===== config.mk =====
export PLATFORM = sky130hd
export DESIGN_NAME = nibble_serial_subtractor
export DESIGN_NICKNAME = d
export VERILOG_FILES = /design/src/rtl/nibble_serial_subtractor.sv
export SDC_FILE = /design/constraint.sdc
export NUM_CORES = 1
export LEC_CHECK = 0
export ABC_AREA = 1
export CAP_MARGIN = 15
export CORE_UTILIZATION = 39
export DETAILED_ROUTE_END_ITERATION = 10
export PLACE_DENSITY = 0.72
export RECOVER_POWER = 25
export SYNTH_ARGS = -nofsm -noshare
export SYNTH_HDL_FRONTEND = slang
export SYNTH_SLANG_ARGS = --single-unit

===== constraint.sdc =====
create_clock -name Clock -period 1.9 [get_ports Clock]
set_input_delay 0.19 -clock Clock [delete_from_list [all_inputs] [get_ports Clock]]
set_output_delay 0.19 -clock Clock [all_outputs]
set_load 0.02 [all_outputs]

===== src/rtl/nibble_serial_subtractor.sv =====
// Multi-cycle subtractor: A - B - BorrowIn, one 4-bit CLA slice per clock, LSB first.
// Optional SUBTRACTOR_OVERFLOW_EN adds a registered signed-overflow flag (OutputOverflow).
module nibble_serial_subtractor #(
  parameter int Width = 16
) (
  input  logic             Clock,
  input  logic             Reset,
  input  logic             InputValid,
  output logic             InputReady,
  input  logic [Width-1:0] InputA,
  input  logic [Width-1:0] InputB,
  input  logic             InputBorrow,
  output logic [Width-1:0] Output,
  output logic             OutputBorrow,
  output logic             OutputZero,
  output logic             OutputValid,
  input  logic             OutputReady
`ifdef SUBTRACTOR_OVERFLOW_EN
  , output logic           OutputOverflow
`endif
);
  localparam int N  = Width / 4;
  localparam int CW = (N > 1) ? $clog2(N) : 1;

  typedef enum logic [1:0] {IDLE, RUN, DONE} state_t;
  state_t state, state_nxt;

  logic [Width-1:0] a_sh, nb_sh, res_nxt;
  logic [CW-1:0]    cnt;
  logic             carry, a_msb, b_msb;
  logic [3:0]       slice_sum;
  logic             slice_cout, accept, last;

  // 4-bit carry-lookahead adder; carries are flattened sum-of-products of g/p.
  function automatic logic [4:0] cla4(input logic [3:0] x, input logic [3:0] y, input logic ci);
    logic [3:0] g, p;
    logic [4:0] c;
    g = x & y;
    p = x ^ y;
    c[0] = ci;
    c[1] = g[0] | (p[0] & ci);
    c[2] = g[1] | (p[1] & g[0]) | (p[1] & p[0] & ci);
    c[3] = g[2] | (p[2] & g[1]) | (p[2] & p[1] & g[0]) | (p[2] & p[1] & p[0] & ci);
    c[4] = g[3] | (p[3] & g[2]) | (p[3] & p[2] & g[1]) | (p[3] & p[2] & p[1] & g[0])
         | (p[3] & p[2] & p[1] & p[0] & ci);
    return {c[4], p ^ c[3:0]};
  endfunction

  assign {slice_cout, slice_sum} = cla4(a_sh[3:0], nb_sh[3:0], carry);
  // Result fills from the top; after N slices the LSB nibble has shifted into place.
  assign res_nxt = Width'({slice_sum, Output} >> 4);
  assign last    = (cnt == CW'(N - 1));
  assign accept  = InputValid && InputReady;

  always_comb begin
    state_nxt  = state;
    InputReady = (state == IDLE) && !Reset;
    case (state)
      IDLE:    if (accept) state_nxt = RUN;
      RUN:     if (last) state_nxt = DONE;
      DONE:    if (OutputReady) state_nxt = IDLE;
      default: state_nxt = IDLE;
    endcase
  end

  always_ff @(posedge Clock) begin
    if (Reset) begin
      state        <= IDLE;
      cnt          <= '0;
      a_sh         <= '0;
      nb_sh        <= '0;
      carry        <= 1'b0;
      a_msb        <= 1'b0;
      b_msb        <= 1'b0;
      Output       <= '0;
      OutputBorrow <= 1'b0;
      OutputZero   <= 1'b0;
      OutputValid  <= 1'b0;
`ifdef SUBTRACTOR_OVERFLOW_EN
      OutputOverflow <= 1'b0;
`endif
    end else begin
      state <= state_nxt;
      case (state)
        IDLE: if (accept) begin
          a_sh         <= InputA;
          nb_sh        <= ~InputB;
          carry        <= ~InputBorrow;
          a_msb        <= InputA[Width-1];
          b_msb        <= InputB[Width-1];
          cnt          <= '0;
          Output       <= '0;
          OutputBorrow <= 1'b0;
          OutputZero   <= 1'b0;
        end
        RUN: begin
          a_sh   <= a_sh >> 4;
          nb_sh  <= nb_sh >> 4;
          carry  <= slice_cout;
          cnt    <= cnt + 1'b1;
          Output <= res_nxt;
          if (last) begin
            OutputBorrow <= ~slice_cout;
            OutputZero   <= (res_nxt == '0);
            OutputValid  <= 1'b1;
`ifdef SUBTRACTOR_OVERFLOW_EN
            OutputOverflow <= (a_msb != b_msb) && (res_nxt[Width-1] != a_msb);
`endif
          end
        end
        DONE: if (OutputReady) begin
          OutputValid <= 1'b0;
`ifdef SUBTRACTOR_OVERFLOW_EN
          OutputOverflow <= 1'b0;
`endif
        end
        default: ;
      endcase
    end
  end

`ifndef SUBTRACTOR_OVERFLOW_EN
  logic unused_msbs;
  assign unused_msbs = a_msb ^ b_msb;
`endif
endmodule


Word level (Yosys, flattened, before mapping)

Index checks and enable logic that the tools add are counted.

Flip-flop bits (word level): 56
Bits of input ports: 37
Output and inout bits: 20
Word-level logic and storage cells: 81

Add/subtract/negate cells: 1
Eq/ne operators: 6
Muxes and demuxes: 22
Bitwise operators: 32
Reductions and logical operators: 11

Operators with widths:

| kind                                          | count |
|---|---|
| case mux 16 bit (2 select lines)              | 3 |
| two-way mux 16 bit                            | 3 |
| AND 1 bit                                     | 16 |
| logical NOT 16 bit                            | 1 |
| NOT 16 bit                                    | 1 |
| OR 1 bit                                      | 10 |
| AND reduction 3 bit                           | 3 |
| two-way mux 2 bit                             | 4 |
| case mux 1 bit (2 select lines)               | 4 |
| bitwise XOR 4 bit                             | 2 |
| two-way mux 1 bit                             | 6 |
| inequality test 2 bit, second input constant  | 3 |
| case mux 2 bit (3 select lines)               | 1 |
| AND 4 bit                                     | 1 |
| == test 2 bit, second input constant          | 2 |
| case mux 2 bit (2 select lines)               | 1 |
| nonzero test 2 bit                            | 2 |
| adder 2 x 1 -> 2 bit, second input constant   | 1 |
| == test 2 x 1 -> 1 bit, second input constant | 1 |
| logical AND 1 bit                             | 2 |
| logical NOT 2 bit                             | 1 |
| NOT 1 bit                                     | 2 |
| AND reduction 2 bit                           | 1 |
| logical NOT 1 bit                             | 1 |

Longest topological paths before layout

Depth in word-level cells: 9
Depth in mapped cells: 10
Depth with buffers taken out: 10

Worst setup path after synthesis

OpenSTA, ideal clock, no wires.

Kind: reg2reg
From: reg a_sh[0]
To: reg OutputZero
Setup time: 0.070 ns
Data arrival time: 1.406 ns
Data required time: 1.830 ns
Path slack: 0.423 ns
Cell stages (with the launch flop): 11
Buffers on the path: 0
Period minus slack after synthesis: 1.477 ns
Cell sequence: dfxtp_1 -> inv_1 -> fa_1 -> inv_1 -> nor2_1 -> nand2_1 -> nor2_1 -> nand3_1 -> nor2_1 -> nand2_1 -> a21oi_1

Longest elaborated chain between the ends: 8
Elaborated cells between the ends (all ways): 18
Those cells by class: mux (2); bitwise (15); reduce/logical (1)

Ends and longest elaborated chain:

| element                                               | RTL line | text |
|---|---|---|
| start: declaration                                    | 28       | `logic [Width-1:0] a_sh, nb_sh, res_nxt;` |
| start signal: assignment                              | 86       | `a_sh <= InputA;` |
| start signal: assignment                              | 97       | `a_sh <= a_sh >> 4;` |
| AND 4 bit / bitwise XOR 4 bit (equally long branches) | 38, 39   |  |
| AND 1 bit (on tied branches)                          | 42, 43   |  |
| OR 1 bit, or another cell as far along                | 42       | `c[2] = g[1] \| (p[1] & g[0]) \| (p[1] & p[0] & ci);` |
| OR 1 bit (on tied branches)                           | 42, 43   |  |
| bitwise XOR 4 bit (*)                                 | 46       | `return {c[4], p ^ c[3:0]};` |
| logical NOT 16 bit (*)                                | 104      | `OutputZero <= (res_nxt == '0);` |
| two-way mux 1 bit (*)                                 | 102      | `if (last) begin` |
| case mux 1 bit (2 select lines) (*)                   | 84       | `case (state)` |
| end signal: assignment                                | 104      |  |
| end: declaration                                      | 15       | `output logic OutputZero,` |

Every way passes the cells marked *; elsewhere a longest branch is shown, timed or not. The select of a mux whose other input is x is not followed.
A chain may end at the register's enable or synchronous reset.

Worst setup path in the final report

From: reg state[1]
To: out InputReady

Longest elaborated chain between the ends: 2

Ends and longest elaborated chain:

| element                  | RTL line | text |
|---|---|---|
| start: declaration       | 26       | `state_t state, state_nxt;` |
| start signal: assignment | 83       | `state <= state_nxt;` |
| logical NOT 2 bit        | 57       | `InputReady = (state == IDLE) && !Reset;` |
| logical AND 1 bit        | 57       |  |
| end: declaration         | 9        | `output logic InputReady,` |

Every way passes these cells.

==> metrics.yaml <==
status:
  status: "finished clean"
critical_path:
  reg2reg_depth: 6
  cp-start-kind: "flop"
  critical-path-top-delay-family: "buffers and inverters"
  max_stage_delay_ns: 0.61
  r2r_setup_slack_ns: 0.21
  slowest_stage: "clkdlybuf4s50_1"
  worstSetupPathType: "flop to primary output"
  critPathArrivalTime_ns: 1.56
  reg2reg_to: "Output[3]"
  path_max_fanout: 4
  end_kind: "primary output"
  cp_cell_sequence: "inv_1 -> nand2_2 -> nor2_4 -> clkdlybuf4s50_1"
  path_buf_inv: 2
  required_ns: 1.71
  r2r-start: "state[1]"
pwr:
  total_leakage_power_uw: 0.00130
  power.total_uw: 2410
  ir_drop_mv: 0.367
  powerDensity_nw_per_um2: 748
synthesis:
  syn_nets: 392
  ys_seq_area_frac: 0.448
  synth.most_common_cell: "nand2_1"
  synth_common_cells: "nand2_1 (88), dfxtp_1 (56), o21ai_0 (50)"
  yosysWarnings: 0
  synth_cell_type_count: 26
  synth_top_area_frac: 0.448
  synth_largest_area_cell: "dfxtp_1"
  synth_edf_count: 0
  synth.top_cells.by_area: "dfxtp_1 (45%), nand2_1 (13%), o21ai_0 (10%), a21oi_1 (7.0%), nor2_1 (5.7%)"
  synth_seq_cells: 56
  async_reset_ff_frac: 0
  synth_area_per_cell_sq_um: 7.17
  synthFlopType: "dfxtp_1"
  syn_area_sq_um: 2500
  synthCells: 349
floorplan:
  ios: 57
  die_h_microns: 82.1
  num_rows: 28
  core_area_sq_um: 6060
  die_w_microns: 82.1
  fp.dieArea_sq_um: 6740
  start_util: 0.413
cts:
  path_clk_slew_ns: 0.10
  postCtsResizedCells: 0
  tritoncts: "done"
  ctsHoldBuffers: 0
  cts_max_level: 2
  ctsLongestPathBuffers: 2
  clk_latency_ns: 0.31
  postCtsSetupRepairBufs: 0
  clock_sinks: 56
  root_buffer: "clkbuf_8"
  numCtsBuffers: 5
timing:
  rsz0062_at_grt: "no"
  slew_headroom: 0.659
  fin_crit_sh: 0.923
  worst_pin_slew_ns: 0.511
  setup_viol: 0
  setup_tns_ns: 0
  slew_viol_final: 0
  max_freq_mhz: 570
  fin_crit_ns: 1.75
  clock_skew_ns: 0.0115
  hold_violations: 0
grt:
  grtUsageTotal: 0.179
  grt_antenna_before_repair: 0
  grt_pass1_wl_mm: 9.23
  grt_pass1_vias: 2157
  grt-ovfl-total: 0
  grt_max_degree: 31
cells_and_area:
  num-nets-final: 448
  drive_gt1_frac: 0.0690
  multi_input_area_sq_um: 1180
  syn2layout_area_growth_pct: 28.7
  n_fill_cell: 612
  ff_latch_area_sq_um: 1120
  antenna_cells: 0
detailed_routing:
  wl_met3_microns: 161
  wl_met1_mm: 2.64
  route.vias.total: 2331
  dr_wl_met2_mm: 2.67
  drt_pass1_iterations: 4
  drc_errors: 0
  top_layer: "met4"
  drt_iter0_markers: 211
  wl_per_cell_microns: 11.5
  routed_wirelength_mm: 5.55
  vias_per_cell: 4.85
  final_antenna_net_count: 0
place:
  gp_congestion: 0.814
  hpwlAfterDp_mm: 4.11
  port-buffer-count: 56
hold_path:
  min_to: "nb_sh[13]"
  worstHoldPathType: "primary input to flop"
  hp-start: "InputB[13]"
  whs_path_depth: 2
job:
  cap_violations: 0
-- metal layers --
layer | track usage | vias to the layer above
li1 | - | 1249
met1 | 0.228 | 1039
met2 | 0.304 | 36
met3 | 0.0264 | 7
met4 | 0.0684 | 0
met5 | 0 | -
-- how the worst max path moves through the flow --
stage / from / to / cells after the start
finish: state[1] / InputReady / 4
global route: state[1] / Output[3] / 6
detailed placement: Reset / nb_sh[14] / 5
CTS: state[1] / InputReady / 4
floorplan: a_sh[0] / OutputZero / 10
global placement: Reset / nb_sh[14] / 5
-- sequential cells by signal, indices dropped and copies added, names as in the netlist --
register	count
a_sh	16
OutputZero	1
OutputBorrow	1
OutputValid	1
Output	16
state	2
cnt	2
carry	1
nb_sh	16
-- cell type report --
cell class | instances | share of cell area
Tap cell | 75 | 0.0291
Multi-Input combinational cell | 249 | 0.367
Inverter | 25 | 0.0291
Timing Repair Buffer | 68 | 0.199
Clock inverter | 3 | 0.00583
Clock buffer | 5 | 0.0214
Sequential cell | 56 | 0.348
-- cells in the final DEF, fill, tap and decap left out, drive strengths merged --
| cell | Yosys | final |
|---|---|---|
| a31oi | 8 | 8 |
| nor3 | 1 | 1 |
| buf | 13 | 9 |
| nand2 | 92 | 92 |
| o21ai | 50 | 50 |
| dfxtp | 56 | 56 |
| nor2 | 39 | 39 |
| dlygate4sd3 | 0 | 4 |
| a21oi | 35 | 35 |
| clkdlybuf4s50 | 0 | 52 |
| nand3b | 1 | 1 |
| a211oi | 1 | 1 |
| nor4 | 1 | 1 |
| ha | 5 | 5 |
| clkbuf | 6 | 8 |
| clkinv | 1 | 4 |
| xor2 | 1 | 1 |
| or2 | 2 | 2 |
| inv | 24 | 24 |
| nand3 | 10 | 10 |
| fa | 1 | 1 |
| nand4 | 2 | 2 |
-- per-stage QoR --
step                      hold slack [ns]  setup WS [ns]  instance area [sq um]  instances  utilization
after CTS                           0.426          0.165                   3230        481        0.533
after floorplan                     0.279          0.423                   2500        349            -
after global routing                0.432         0.0560                   3220        481        0.531
final                               0.421          0.147                   3220        481        0.531
after global placement              0.434          0.285                   3140        473        0.518
after detailed placement            0.441          0.244                   3140        473        0.518
-- report_power, final --
group | leakage (uW) | switching (uW) | internal [uW]
clock | 0.0000479 | 378 | 258
combinational | 0.000792 | 261 | 213
sequential | 0.000459 | 46.6 | 1250
total | 0.00130 | 685 | 1720
-- kinds of logic (layout without fill, tap and decap cells) --
logic type / count (synthesis) / in the layout / share of synthesized area
xor+xnor: 1 / 1 / 0.00350
flops: 56 / 56 / 0.448
simple gates: 148 / 148 / 0.243
fa+ha+maj: 6 / 6 / 0.0330
buf+inv: 44 / 101 / 0.0795
compound gates: 94 / 94 / 0.193
Note: power is estimated with default switching activity, not from simulation.
